### src/rtl/tail_light_monitor.sv
// Thunderbird tail-light receive monitor: classifies the vehicle mode and flags illegal lamp sequences.
// Latency 1 cycle, or 3 cycles with SYNC_IN_EN defined (2-flop input synchronizers); no backpressure.
module tail_light_monitor #(
    parameter int HOLD_CYCLES = 4,
    parameter int ERR_CNT_W   = 8
) (
    input  logic                 clk,
    input  logic                 reset,
    input  logic                 la,
    input  logic                 lb,
    input  logic                 lc,
    input  logic                 ra,
    input  logic                 rb,
    input  logic                 rc,
    output logic [2:0]           mode,
    output logic                 err,
    output logic                 err_sticky,
    output logic [ERR_CNT_W-1:0] err_count
);

    localparam int DW = $clog2(HOLD_CYCLES + 1);

    typedef enum logic [2:0] {
        IDLE   = 3'b000,
        LEFT   = 3'b001,
        RIGHT  = 3'b010,
        BOTH   = 3'b011,
        BRAKE  = 3'b100,
        HAZARD = 3'b101
    } mode_t;

    logic [5:0] lamps;

`ifdef SYNC_IN_EN
    logic [5:0] sync_1;
    logic [5:0] sync_2;

    always_ff @(posedge clk or posedge reset) begin
        if (reset) begin
            sync_1 <= '0;
            sync_2 <= '0;
        end else begin
            sync_1 <= {la, lb, lc, ra, rb, rc};
            sync_2 <= sync_1;
        end
    end

    assign lamps = sync_2;
`else
    assign lamps = {la, lb, lc, ra, rb, rc};
`endif

    function automatic logic pat_ok(input logic [2:0] p);
        return (p == 3'b000) || (p == 3'b100) || (p == 3'b110) || (p == 3'b111);
    endfunction

    // An illegal previous pattern was already reported when it arrived, so
    // leaving it is not counted as a second fault.
    function automatic logic trans_ok(input logic [2:0] p, input logic [2:0] c);
        logic ok;
        case (p)
            3'b000:  ok = (c == 3'b000) || (c == 3'b100) || (c == 3'b111);
            3'b100:  ok = (c == 3'b110) || (c == 3'b111) || (c == 3'b000);
            3'b110:  ok = (c == 3'b111) || (c == 3'b000);
            3'b111:  ok = (c == 3'b111) || (c == 3'b000);
            default: ok = 1'b1;
        endcase
        return ok;
    endfunction

    logic [2:0]           cur_l, cur_r;
    logic [2:0]           prev_l, prev_r;
    logic [1:0]           toggle_cnt, toggle_nxt;
    logic [DW-1:0]        dark_cnt, dark_nxt;
    mode_t                mode_q, mode_nxt;
    logic                 err_nxt;
    logic                 err_sticky_q;
    logic [ERR_CNT_W-1:0] err_count_q;
    logic                 turn_l, turn_r, lockstep, all_dark;

    assign cur_l = lamps[5:3];
    assign cur_r = lamps[2:0];

    always_comb begin
        err_nxt    = 1'b0;
        mode_nxt   = mode_q;
        toggle_nxt = 2'd0;
        dark_nxt   = '0;
        turn_l     = (cur_l == 3'b100) || (cur_l == 3'b110);
        turn_r     = (cur_r == 3'b100) || (cur_r == 3'b110);
        lockstep   = ((prev_l == 3'b000) && (cur_l == 3'b111) && (prev_r == 3'b000) && (cur_r == 3'b111))
                  || ((prev_l == 3'b111) && (cur_l == 3'b000) && (prev_r == 3'b111) && (cur_r == 3'b000));
        all_dark   = (cur_l == 3'b000) && (cur_r == 3'b000);

        err_nxt = !pat_ok(cur_l) || !trans_ok(prev_l, cur_l)
               || !pat_ok(cur_r) || !trans_ok(prev_r, cur_r);

        if (all_dark) begin
            dark_nxt = (dark_cnt == DW'(HOLD_CYCLES)) ? dark_cnt : dark_cnt + DW'(1);
        end

        if (!err_nxt) begin
            if ((cur_l == 3'b111) && (cur_r == 3'b111) && (prev_l == 3'b111) && (prev_r == 3'b111)) begin
                mode_nxt = BRAKE;
            end else if (lockstep) begin
                toggle_nxt = (toggle_cnt == 2'd2) ? 2'd2 : toggle_cnt + 2'd1;
                if (toggle_nxt == 2'd2) begin
                    mode_nxt = HAZARD;
                end
            end else if (turn_l && turn_r) begin
                mode_nxt = BOTH;
            end else if (turn_l) begin
                mode_nxt = LEFT;
            end else if (turn_r) begin
                mode_nxt = RIGHT;
            end else if (dark_nxt == DW'(HOLD_CYCLES)) begin
                mode_nxt = IDLE;
            end
        end
    end

    always_ff @(posedge clk or posedge reset) begin
        if (reset) begin
            prev_l       <= 3'b000;
            prev_r       <= 3'b000;
            toggle_cnt   <= 2'd0;
            dark_cnt     <= '0;
            mode_q       <= IDLE;
            err          <= 1'b0;
            err_sticky_q <= 1'b0;
            err_count_q  <= '0;
        end else begin
            prev_l     <= cur_l;
            prev_r     <= cur_r;
            toggle_cnt <= toggle_nxt;
            dark_cnt   <= dark_nxt;
            mode_q     <= mode_nxt;
            err        <= err_nxt;
            if (err_nxt) begin
                err_sticky_q <= 1'b1;
                if (err_count_q != '1) begin
                    err_count_q <= err_count_q + ERR_CNT_W'(1);
                end
            end
        end
    end

    assign mode       = mode_q;
    assign err_sticky = err_sticky_q;
    assign err_count  = err_count_q;

endmodule

### config.mk
export PLATFORM = sky130hd
export DESIGN_NAME = tail_light_monitor
export DESIGN_NICKNAME = d
export VERILOG_FILES = /design/src/rtl/tail_light_monitor.sv
export SDC_FILE = /design/constraint.sdc
export NUM_CORES = 1
export LEC_CHECK = 0
export BUFFER_PORTS_ARGS = -buffer_cell sky130_fd_sc_hd__buf_2
export CAP_MARGIN = 20
export CELL_PAD_IN_SITES_DETAIL_PLACEMENT = 0
export CELL_PAD_IN_SITES_GLOBAL_PLACEMENT = 1
export CORE_ASPECT_RATIO = 0.6
export CORE_MARGIN = 4
export CORE_UTILIZATION = 30
export CTS_BUF_LIST = sky130_fd_sc_hd__clkbuf_4 sky130_fd_sc_hd__clkbuf_8
export DETAILED_ROUTE_END_ITERATION = 8
export PLACE_DENSITY = 0.57
export REMOVE_ABC_BUFFERS = 1
export SLEW_MARGIN = 5
export SYNTH_ARGS = -nofsm -noshare
export SYNTH_HDL_FRONTEND = slang
export SYNTH_SLANG_ARGS = --single-unit
### constraint.sdc
create_clock -name clk -period 2.8 [get_ports clk]
set_input_delay 0.14 -clock clk [delete_from_list [all_inputs] [get_ports clk]]
set_output_delay 0.14 -clock clk [all_outputs]
set_load 0.02 [all_outputs]
==> impl_metrics.ini <==
[finish]
syn2layout_area_growth_pct = 17.5
drive_gt1_share_pct = 27.4
final_area_um2 = 1440
final_common_cell = dfrtp_1
final_cell_mix = dfrtp_1 (24), buf_2 (20), nor2_1 (10), inv_1 (10)
diodes = 0
nets = 148

[yosys]
netlist_area_um2 = 1220
ys_ff_latch = 24
synth_seq_area_share_pct = 49.2
synth_edf_count = 0
ys_async_sr_fraction_pct = 100
synth_cell_type_count = 39
syn_inst = 111
yosysWarnings = 0
ys.flop_type = dfrtp_1
syn_area_per_cell_um2 = 11.0

[power_and_ir_drop]
leakage_nw = 0.632
peakVddDrop_mv = 0.247
power_density_nw_per_um2 = 765

[clock_network]
cts_tree = yes
clkSinkCount = 24
h-tree-depth = 1
worstSkewPairLatency_ps = 260
cts_buffer_depth = 2
cts_buffers = 3
path_clk_slew_ps = 90
postCtsSetupBuffers = 0
cts_root_buf = clkbuf_8
holdBufCountCts = 0
cts_resized = 0

[sta]
tns_ps = 0
rsz0062_at_grt = no
fin_crit_sh_pct = 75.8
worst_pin_slew_ps = 923
finalHoldViolations = 0
fin_skew_ps = 4.28
maxSlewViolCount = 0
finalSetupViolCount = 0
final.setup.worst_slack_ps = 678
relSlewSlack_pct = 38.4
fmax_mhz = 471
min_period_ps = 2120

[worst_hold_path]
hp-class = primary input to register

[floorplan]
die_w_um = 90.4
die_h_um = 57.4
core_um2 = 3790
initial_core_util_pct = 32.3
rows = 17
pin_count = 21
dieArea_um2 = 5190

[setup_path]
cp_data_required_time_ps = 2950
end_kind = register
cp_data_arrival_time_ps = 2280
crit_path_start_kind = register
path_max_fanout = 9
path_class = register to register

[drt]
wirelength_um = 2440
wl_per_cell_um = 13.4
drtIter0Drc = 22
drc_errors = 0
vias = 867
avgViaCountPerCell = 4.76
postRouteAntennaNets = 0
firstDrtPassIters = 4

[placement]
placed_area_um2 = 1380
dpl_worst_slack_ps = 693
port_buffers = 20
routabilityCongestion = 0.751
place_hpwl_um = 1920

[global_route]
antenna_found_initial = 0
grt_pass1_wl_um = 3960
grt_pass1_vias = 820
grtUsageTotal_pct = 9.69
grt_overflow = 0
grt_max_degree = 25

[outcome]
status = finished, final reports clean

[flow_run]
drv_cap = 0
final timing paths:
path                            slack, ps  startpoint  cells after the start      endpoint
min in group asynchronous              60       reset                      2     prev_l[1]
worst max-delay path                  680   prev_l[2]                      6  err_count[6]
worst min-delay path                   40          lc                      1     prev_l[0]
worst max register to register        680   prev_l[2]                      6  err_count[6]
worst min register to register        470  err_sticky                      1    err_sticky
max in group asynchronous            2170       reset                      2           err
synth_stat cells, types with 3 or more instances:
cell,instances,area share (%)
a21oi_1,3,1.2
dfrtp_1,24,49
ha_1,4,4.1
inv_1,10,3.1
nand2_1,6,1.8
nand2b_1,3,1.5
nand4_1,6,3.1
nor2_1,10,3.1
o22ai_1,3,1.5
xor2_1,6,4.3
registers in the layout, summed over array words and instances (netlist names):
signal,cells
prev_r,3
mode,3
err_count,8
toggle_cnt,2
prev_l,3
err,1
err_sticky,1
dark_cnt,3
critical path: stages (launching register included):
cell and delay [ps]:
dfrtp_1 410, and3b_1 180, a2bb2oi_2 170, nor4_4 600
inv_2 150, and3_4 210, mux2_4 280
logic make-up after synthesis:
logic type      Yosys count  synth area share, %
buf+inv                  11                 3.38
compound gates           15                 9.12
simple gates             48                 26.7
fa+ha+maj                 4                 4.10
xor+xnor                  7                 5.02
mux                       2                 2.46
flops                    24                 49.2
stage by stage:
step,std cells,hold slack [ps],power [mW],utilization [%]
finish,182,39.7,1.10,37.9
global route,182,32.5,1.17,37.9
CTS,182,33.2,1.11,37.9
detailed placement,178,318,0.873,36.5
global placement,178,315,0.874,36.5
floorplan,111,155,0.749,-
report_power, final:
group	leakage, nW	switching, mW	internal, mW	total [mW]
logic	0.313	0.206	0.150	0.356
clock network	0.0288	0.109	0.125	0.235
registers	0.290	0.0840	0.423	0.507
total	0.632	0.399	0.698	1.10
metal layers:
layer,up-vias,share of wire [%],global-route usage [%]
met1,398,58,15.4
li1,448,-,-
met3,2,5.5,3.29
met5,-,0,0
met4,0,0.49,1.96
met2,19,35,12.2
area by class of cell:
type,instances,area [µm²]
fillers,382,2350
flip-flops and latches,24,601
multi-input cells,76,579
repair buffers,20,100
well taps,47,58.8
clock buffers,4,55.1
inverters,11,41.3
Note: power is estimated with default switching activity, not from simulation.
